==> config.mk <==
export PLATFORM = sky130hd
export DESIGN_NAME = mmio_io_hub_flat
export DESIGN_NICKNAME = d
export VERILOG_FILES = /design/src/rtl/mmio_io_hub_if.sv /design/src/rtl/mmio_io_hub.sv /design/src/flat_wrapper.sv
export SDC_FILE = /design/constraint.sdc
export NUM_CORES = 1
export LEC_CHECK = 0
export ABC_AREA = 1
export CORE_MARGIN = 2
export CORE_UTILIZATION = 64
export DETAILED_ROUTE_END_ITERATION = 7
export HOLD_SLACK_MARGIN = 0.1
export PLACE_DENSITY = 0.83
export SYNTH_ARGS = -nofsm -noshare
export SYNTH_HDL_FRONTEND = slang
export SYNTH_SLANG_ARGS = --single-unit
==> constraint.sdc <==
create_clock -name clk -period 4.46 [get_ports clk]
set_input_delay 0.669 -clock clk [delete_from_list [all_inputs] [get_ports clk]]
set_output_delay 0.669 -clock clk [all_outputs]
set_load 0.01 [all_outputs]
==> src/rtl/mmio_io_hub_if.sv <==
// MMIO request/response bus between the CPU execute stage and the I/O hub.
// The master drives a request in one cycle; the slave returns registered load
// data on rsp_rdata at the following edge.
interface mmio_io_hub_if #(
  parameter int ADDR_WIDTH = 8
);
  logic                  req_valid;
  logic                  req_we;
  logic [ADDR_WIDTH-1:0] req_addr;
  logic [31:0]           req_wdata;
  logic [31:0]           rsp_rdata;

  modport master (
    output req_valid, req_we, req_addr, req_wdata,
    input  rsp_rdata
  );

  modport slave (
    input  req_valid, req_we, req_addr, req_wdata,
    output rsp_rdata
  );
endinterface

==> src/rtl/mmio_io_hub.sv <==
// Memory-mapped I/O hub: UART RX/TX FIFOs, cycle/instruction counters and
// NUM_EVT generic event counters behind a word-addressed register window.
// Optional build macro MMIO_OCC_STATUS_EN adds RX/TX occupancy fields to
// STATUS[15:8] and STATUS[23:16].
module mmio_io_hub #(
  parameter int FIFO_DEPTH = 8,
  parameter int CNT_WIDTH  = 32,
  parameter int NUM_EVT    = 2,
  parameter int ADDR_WIDTH = 8
) (
  input  logic                                   clk,
  input  logic                                   rst_n,
  mmio_io_hub_if.slave                           bus,
  input  logic                                   inst_retire,
  input  logic [((NUM_EVT > 0) ? NUM_EVT : 1)-1:0] evt,
  input  logic [7:0]                             uart_rx_data,
  input  logic                                   uart_rx_valid,
  output logic                                   uart_rx_ready,
  output logic [7:0]                             uart_tx_data,
  output logic                                   uart_tx_valid,
  input  logic                                   uart_tx_ready
);

  localparam int PW    = $clog2(FIFO_DEPTH);
  localparam int CW    = PW + 1;
  localparam int EVT_N = (NUM_EVT > 0) ? NUM_EVT : 1;
  localparam logic [CW-1:0] DEPTH_C = CW'(FIFO_DEPTH);

  localparam logic [ADDR_WIDTH-1:0] A_STATUS = ADDR_WIDTH'(32'h00);
  localparam logic [ADDR_WIDTH-1:0] A_RXDATA = ADDR_WIDTH'(32'h04);
  localparam logic [ADDR_WIDTH-1:0] A_TXDATA = ADDR_WIDTH'(32'h08);
  localparam logic [ADDR_WIDTH-1:0] A_CYCLE  = ADDR_WIDTH'(32'h10);
  localparam logic [ADDR_WIDTH-1:0] A_INSTR  = ADDR_WIDTH'(32'h14);
  localparam logic [ADDR_WIDTH-1:0] A_CTRRST = ADDR_WIDTH'(32'h18);
  localparam logic [ADDR_WIDTH-1:0] A_EVT0   = ADDR_WIDTH'(32'h1C);

  logic [ADDR_WIDTH-1:0] addr_w;
  logic                  rd_req, wr_req;
  logic                  unused_bits;

  // byte-lane bits of the address and upper store bits carry no meaning here
  assign addr_w      = {bus.req_addr[ADDR_WIDTH-1:2], 2'b00};
  assign rd_req      = bus.req_valid && !bus.req_we;
  assign wr_req      = bus.req_valid && bus.req_we;
  assign unused_bits = ^{bus.req_addr[1:0], bus.req_wdata[31:8]};

  // RX FIFO
  logic [7:0]    rx_mem [FIFO_DEPTH];
  logic [PW-1:0] rx_wp, rx_rp;
  logic [CW-1:0] rx_cnt;
  logic          rx_full, rx_empty, rx_push, rx_pop;

  assign rx_full       = (rx_cnt == DEPTH_C);
  assign rx_empty      = (rx_cnt == '0);
  // held low while in reset so the receiver never hands over a byte then
  assign uart_rx_ready = rst_n && !rx_full;
  assign rx_push       = uart_rx_valid && uart_rx_ready;
  assign rx_pop        = rd_req && (addr_w == A_RXDATA) && !rx_empty;

  // TX FIFO
  logic [7:0]    tx_mem [FIFO_DEPTH];
  logic [PW-1:0] tx_wp, tx_rp;
  logic [CW-1:0] tx_cnt;
  logic          tx_full, tx_wr, tx_deq, tx_push, tx_drop, tx_ovf;

  assign tx_full       = (tx_cnt == DEPTH_C);
  assign uart_tx_valid = (tx_cnt != '0);
  assign uart_tx_data  = tx_mem[tx_rp];
  assign tx_deq        = uart_tx_valid && uart_tx_ready;
  assign tx_wr         = wr_req && (addr_w == A_TXDATA);
  // a slot freed by the transmitter on the same edge makes room for the push
  assign tx_push       = tx_wr && (!tx_full || tx_deq);
  assign tx_drop       = tx_wr && tx_full && !tx_deq;

  // FIFO payload storage, no reset needed since count gates every read
  always_ff @(posedge clk) begin
    if (rx_push) rx_mem[rx_wp] <= uart_rx_data;
    if (tx_push) tx_mem[tx_wp] <= bus.req_wdata[7:0];
  end

  // FIFO pointers, counts and the sticky overflow flag
  always_ff @(posedge clk or negedge rst_n) begin
    if (!rst_n) begin
      rx_wp  <= '0;
      rx_rp  <= '0;
      rx_cnt <= '0;
      tx_wp  <= '0;
      tx_rp  <= '0;
      tx_cnt <= '0;
      tx_ovf <= 1'b0;
    end else begin
      if (rx_push) rx_wp <= rx_wp + PW'(1);
      if (rx_pop)  rx_rp <= rx_rp + PW'(1);
      rx_cnt <= rx_cnt + CW'(rx_push) - CW'(rx_pop);
      if (tx_push) tx_wp <= tx_wp + PW'(1);
      if (tx_deq)  tx_rp <= tx_rp + PW'(1);
      tx_cnt <= tx_cnt + CW'(tx_push) - CW'(tx_deq);
      if (tx_drop)
        tx_ovf <= 1'b1;
      else if (wr_req && (addr_w == A_STATUS))
        tx_ovf <= 1'b0;
    end
  end

  // counters
  logic [CNT_WIDTH-1:0] cnt_cycle, cnt_instr;
  logic [CNT_WIDTH-1:0] cnt_evt [EVT_N];
  logic                 ctr_clr;

  assign ctr_clr = wr_req && (addr_w == A_CTRRST);

  // free-running counters; a counter-reset write wins over that cycle's increment
  always_ff @(posedge clk or negedge rst_n) begin
    if (!rst_n) begin
      cnt_cycle <= '0;
      cnt_instr <= '0;
      for (int i = 0; i < EVT_N; i++) cnt_evt[i] <= '0;
    end else if (ctr_clr) begin
      cnt_cycle <= '0;
      cnt_instr <= '0;
      for (int i = 0; i < EVT_N; i++) cnt_evt[i] <= '0;
    end else begin
      cnt_cycle <= cnt_cycle + CNT_WIDTH'(1);
      cnt_instr <= cnt_instr + CNT_WIDTH'(inst_retire);
      for (int i = 0; i < NUM_EVT; i++) cnt_evt[i] <= cnt_evt[i] + CNT_WIDTH'(evt[i]);
    end
  end

`ifdef MMIO_OCC_STATUS_EN
  function automatic logic [7:0] occ8(input logic [CW-1:0] c);
    if (32'(c) > 32'd255) return 8'hFF;
    return 8'(c);
  endfunction
`endif

  logic [31:0] status_val, rd_val, rsp_q;

  // STATUS word assembled from FIFO flags
  always_comb begin
    status_val    = '0;
    status_val[0] = !tx_full;
    status_val[1] = !rx_empty;
    status_val[2] = tx_ovf;
`ifdef MMIO_OCC_STATUS_EN
    status_val[15:8]  = occ8(rx_cnt);
    status_val[23:16] = occ8(tx_cnt);
`endif
  end

  // read mux, sampled from pre-edge state in the request cycle
  always_comb begin
    case (addr_w)
      A_STATUS: rd_val = status_val;
      A_RXDATA: rd_val = rx_empty ? 32'h0 : {24'h0, rx_mem[rx_rp]};
      A_CYCLE:  rd_val = 32'(cnt_cycle);
      A_INSTR:  rd_val = 32'(cnt_instr);
      default:  rd_val = 32'h0;
    endcase
    for (int i = 0; i < NUM_EVT; i++)
      if (addr_w == A_EVT0 + ADDR_WIDTH'(4 * i)) rd_val = 32'(cnt_evt[i]);
  end

  // load data register; holds across writes and idle cycles
  always_ff @(posedge clk or negedge rst_n) begin
    if (!rst_n)
      rsp_q <= '0;
    else if (rd_req)
      rsp_q <= rd_val;
  end

  assign bus.rsp_rdata = rsp_q;

endmodule
==> src/flat_wrapper.sv <==
// flat-port wrapper written by rule: the top's interface ports become plain ports
module mmio_io_hub_flat 
#(
  parameter int FIFO_DEPTH = 8,
  parameter int CNT_WIDTH  = 32,
  parameter int NUM_EVT    = 2,
  parameter int ADDR_WIDTH = 8
)
  (clk, rst_n, inst_retire, evt, uart_rx_data, uart_rx_valid, uart_rx_ready, uart_tx_data, uart_tx_valid, uart_tx_ready, bus_req_valid, bus_req_we, bus_req_addr, bus_req_wdata, bus_rsp_rdata);
  mmio_io_hub_if #(.ADDR_WIDTH(ADDR_WIDTH)) bus_i ();
  input  logic clk;
  input  logic rst_n;
  input  logic inst_retire;
  input  logic [((NUM_EVT > 0) ? NUM_EVT : 1)-1:0] evt;
  input  logic [7:0] uart_rx_data;
  input  logic uart_rx_valid;
  output logic uart_rx_ready;
  output logic [7:0] uart_tx_data;
  output logic uart_tx_valid;
  input  logic uart_tx_ready;
  input wire logic [$bits(bus_i.req_valid)-1:0] bus_req_valid;
  input wire logic [$bits(bus_i.req_we)-1:0] bus_req_we;
  input wire logic [$bits(bus_i.req_addr)-1:0] bus_req_addr;
  input wire logic [$bits(bus_i.req_wdata)-1:0] bus_req_wdata;
  output wire logic [$bits(bus_i.rsp_rdata)-1:0] bus_rsp_rdata;
  assign bus_i.req_valid = bus_req_valid;
  assign bus_i.req_we = bus_req_we;
  assign bus_i.req_addr = bus_req_addr;
  assign bus_i.req_wdata = bus_req_wdata;
  assign bus_rsp_rdata = bus_i.rsp_rdata;
  mmio_io_hub #(.FIFO_DEPTH(FIFO_DEPTH), .CNT_WIDTH(CNT_WIDTH), .NUM_EVT(NUM_EVT), .ADDR_WIDTH(ADDR_WIDTH)) u_core (.clk(clk), .rst_n(rst_n), .bus(bus_i), .inst_retire(inst_retire), .evt(evt), .uart_rx_data(uart_rx_data), .uart_rx_valid(uart_rx_valid), .uart_rx_ready(uart_rx_ready), .uart_tx_data(uart_tx_data), .uart_tx_valid(uart_tx_valid), .uart_tx_ready(uart_tx_ready));
endmodule
==> PnR_summary.wiki <==
{| class="wikitable"
! Metric !! Value
|-
| Result of the run || completed
|-
| Category of cells accounting for the largest share of critical-path delay || buffers and inverters
|-
| Crit-path cells || buf_4 -> inv_1 -> o21ai_0 -> o22ai_1 -> nor2_1 -> a31oi_1 -> clkdlybuf4s50_1
|-
| Max Cap Viol || 0
|-
| Max Slew Vio Count || 0
|-
| Post-layout instance count excluding filler cells || 2248
|-
| Post-route total power || 8.470 mW
|-
| Area fraction of the dominant cell type after synthesis || 29.20%
|-
| Vias in the first global route || 12820
|-
| Initial antenna violation count || 0
|-
| Area post-placement || 0.01657 sq mm
|-
| Net count of the mapped netlist || 1913
|-
| Die width || 159.7 microns
|-
| Ratio of final minimum period to clock period || 84.94%
|-
| Combinational family with the most area after synthesis || simple AND/OR/NAND/NOR gates
|-
| Post-layout nets || 1986
|-
| HPWL after detailed placement || 29110 microns
|-
| CTS tree || yes
|-
| Kind of critical path || reg -> out
|-
| Port-buffer cells || 72
|-
| Remaining global-route overflow || 0
|-
| Leading cell type in the layout, fill and taps excluded || nand2_1
|-
| Share of power burned in combinational logic || 24.3%
|-
| Inserted Diodes || 0
|-
| Wire length of the first global-routing pass || 67160 microns
|-
| Maximum fanout encountered on the critical timing path || 34
|-
| Row cnt || 56
|-
| Layout cell share with drive strength beyond 1 || 5.599%
|-
| Die Footprint || 0.02550 sq mm
|-
| Post-synth EDFFs || 128
|-
| Top cell type by total area after synthesis || dfrtp_1
|-
| Number of warnings reported in the yosys synthesis log || 0
|-
| Part of the total power dissipated in sequential elements || 43.9%
|-
| Max incr delay on CP || 710 ps
|-
| Setup-violating endpoint count in the final report || 0
|-
| GRT Resource Usage Total || 33.10%
|-
| Flip-flop and latch count after synthesis || 309
|-
| Synth top area cells || dfrtp_1 (29%), edfxtp_1 (25%), nand2_1 (8.9%)
|-
| Vias per Instance || 5.870
|-
| Final hold viol count || 0
|-
| Number of DRC markers after the initial detailed-route iteration || 1533
|-
| Cell total after placement || 2189
|-
| Post-layout util || 74.62%
|-
| Drt pass-1 iters || 6
|-
| Final clock skew || 15.82 ps
|-
| Peak clock frequency supported by timing || 264.0 MHz
|-
| FILL cells || 1776
|-
| Type of the worst min-delay path || reg -> reg
|-
| Sequential share of the synthesized area || 53.98%
|-
| CTS root buffer || clkbuf_16
|-
| Clk Latency, worst-skew pair || 580 ps
|-
| Layout-stage area growth over the synthesis result || 13.59%
|-
| Average footprint of a synthesized cell || 8.471 sq um
|-
| Buf/Inv on CP || 3
|-
| Routed length per placed instance || 18.54 microns
|-
| Bufs on Longest Clock Path || 3
|-
| Top library cells by usage in the layout, fill and taps aside || nand2_1 (367), nor2_1 (322), inv_1 (187)
|-
| Final period demand of the worst path || 3788 ps
|-
| Die height || 159.7 microns
|-
| Relative slew slack || 29.11%
|-
| Total vias in the final route || 13200
|-
| Arr. time, crit path || 3120 ps
|-
| Share of flip-flops with an asynchronous set or reset || 58.58%
|-
| Routed WL || 41670 microns
|-
| Number of clock sinks || 309
|-
| Max rail drop VDD || 358.3 uV
|-
| Clock network power share || 31.8%
|-
| Sort of element at the start of the critical path || flip-flop
|-
| DRC viols || 0
|-
| Switching Power || 2.790 mW
|-
| Pre-CTS WS || 1187 ps
|-
| Worst Max-Slew Pin Slew || 1059 ps
|-
| Adder-cell share of the synthesized area || 2.113%
|-
| Compound-gate portion of the synthesized area || 9.809%
|-
| Netlist area before placement || 0.01551 sq mm
|-
| Core area || 0.02361 sq mm
|-
| Critical Path End Type || output pin
|-
| Commonest register cell after synthesis || dfrtp_1
|-
| Leak Pwr || 7.567 nW
|-
| Pin count of the biggest net entering global routing || 67
|-
| Xor-xnor portion of the synthesized cell area || 2.033%
|-
| Post-Synthesis Cells || 1831
|-
| Internal power || 5.680 mW
|-
| Unrepaired setup endpoints after global routing || false
|-
| Total negative setup slack || 0 ps
|-
| Initial standard-cell utilization of the core || 65.69%
|-
| H-tree depth || 1
|-
| Clock transition time at the flip-flop clock pins of the worst setup and hold paths || 60 ps
|-
| I/O pin count || 99
|-
| Switching Share || 32.94%
|-
| Count of nets left with antenna violations after detail routing || 0
|-
| Share of synthesized cell area in and, or, nand and nor gates || 25.88%
|-
| Non-Filler Cell Area, Final || 0.01762 sq mm
|-
| Areal power density over the cells || 480.7 mW/mm^2
|-
| Cell with the largest stage delay on the worst path || inv_1
|-
| Required @ worst endpoint || 3790 ps
|-
| Post-synth cell types || 41
|-
| Final hold slack || 490.3 ps
|-
| Multiplexer area fraction after synthesis || 0%
|-
| # resized after CTS || 0
|-
| Final setup margin || 671.6 ps
|-
| Clock buffers created by TritonCTS || 31
|-
| Placer Congestion || 0.9701
|}
layout make-up:
| cell class | instances | area [sq um] | share of cell area (%) |
|---|---|---|---|
| Clock buffer | 43 | 840.8 | 4.772 |
| Clock inverter | 15 | 200.2 | 1.136 |
| Inverter | 199 | 747.0 | 4.239 |
| Multi-Input combinational cell | 1272 | 6190 | 35.13 |
| Sequential cell | 309 | 8373 | 47.52 |
| Tap cell | 319 | 399.1 | 2.265 |
| Timing Repair Buffer | 91 | 869.6 | 4.935 |
power groups by stage:
stage / registers, mW / clock network, mW / logic, mW
floorplan: 3.63 / 0 / 1.41
global placement: 3.73 / 0 / 1.95
detailed placement: 3.75 / 0 / 2.03
CTS: 3.70 / 2.71 / 2.04
global route: 3.75 / 2.82 / 2.34
finish: 3.72 / 2.70 / 2.06
registers in the layout, indices dropped and copies added (netlist names):
name,count
u_core.tx_ovf,1
u_core.rx_cnt,4
u_core.cnt_evt,64
u_core.tx_rp,3
u_core.bus.rsp_rdata,32
u_core.cnt_instr,32
u_core.rx_rp,3
u_core.cnt_cycle,32
u_core.tx_mem,64
u_core.tx_cnt,4
u_core.rx_wp,3
u_core.tx_wp,3
u_core.rx_mem,64
cell families (layout without fill, tap and decap cells):
kind of cell	count (synthesis)	in the layout
AOI/OAI and AO/OA	277	277
xor gates and xnor gates	36	36
adders and majority gates	25	25
buffers and inverters	250	348
DFF	309	309
and+or+nand+nor	934	934
final timing paths:
check,cells past startpoint,to,startpoint,slack [ps]
setup / recovery,7,uart_tx_data[1],u_core.tx_rp[0]$_DFFE_PN0P_,670
hold / removal,2,u_core.bus.rsp_rdata[24]$_DFFE_PN0P_,u_core.bus.rsp_rdata[24]$_DFFE_PN0P_,490
setup reg to reg,6,u_core.rx_mem[0][5]$_DFFE_PP_,u_core.rx_cnt[2]$_DFF_PN0_,1900
hold reg to reg,2,u_core.bus.rsp_rdata[24]$_DFFE_PN0P_,u_core.bus.rsp_rdata[24]$_DFFE_PN0P_,490
max in group asynchronous,3,u_core.cnt_instr[20]$_DFF_PN0_,rst_n,2570
min in group asynchronous,2,u_core.tx_cnt[3]$_DFF_PN0_,rst_n,660
cell usage after synthesis (2+ instances only):
library cell / number
nand2_1: 367
nor2_1: 323
inv_1: 187
dfrtp_1: 181
o21ai_0: 158
edfxtp_1: 128
nand3_1: 85
nor3_1: 62
a21oi_1: 48
clkbuf_1: 33
nand4_1: 32
xor2_1: 28
o22ai_1: 26
ha_1: 23
nor4_1: 23
buf_2: 17
o211ai_1: 14
nor2_2: 13
a31oi_1: 11
inv_2: 9
nor3_2: 9
xnor2_1: 8
a211oi_1: 7
a22oi_1: 6
nand2_2: 4
or2_2: 4
clkinv_1: 3
nor3b_1: 3
o21a_1: 3
fa_1: 2
nand3b_1: 2
nor2_4: 2
nor3_4: 2
repair_timing:
action	in CTS	in global routing
hold endpoints to repair	29	0
setup buffers	0	0
hold buffers	1	0
worst reg2reg max path, cell delays in order (launching register included):
cell and delay (ps):
dfrtp_1 330, inv_1 70, ha_1 210, a31oi_1 280, nand2_1 140, or2_2 340, nor2_1 810
metal layers:
metal  track usage (%)  routed length (microns)  share of wire (%)  vias to the layer above
li1                  -                        -                  -                     6244
met1             46.34                    17320                 42                     6243
met2             54.15                    19550                 47                      609
met3             4.753                     3540                8.5                      100
met4             10.37                     1260                3.0                        0
met5                 0                        0                  0                        -
(Power assumes the default switching activity.)
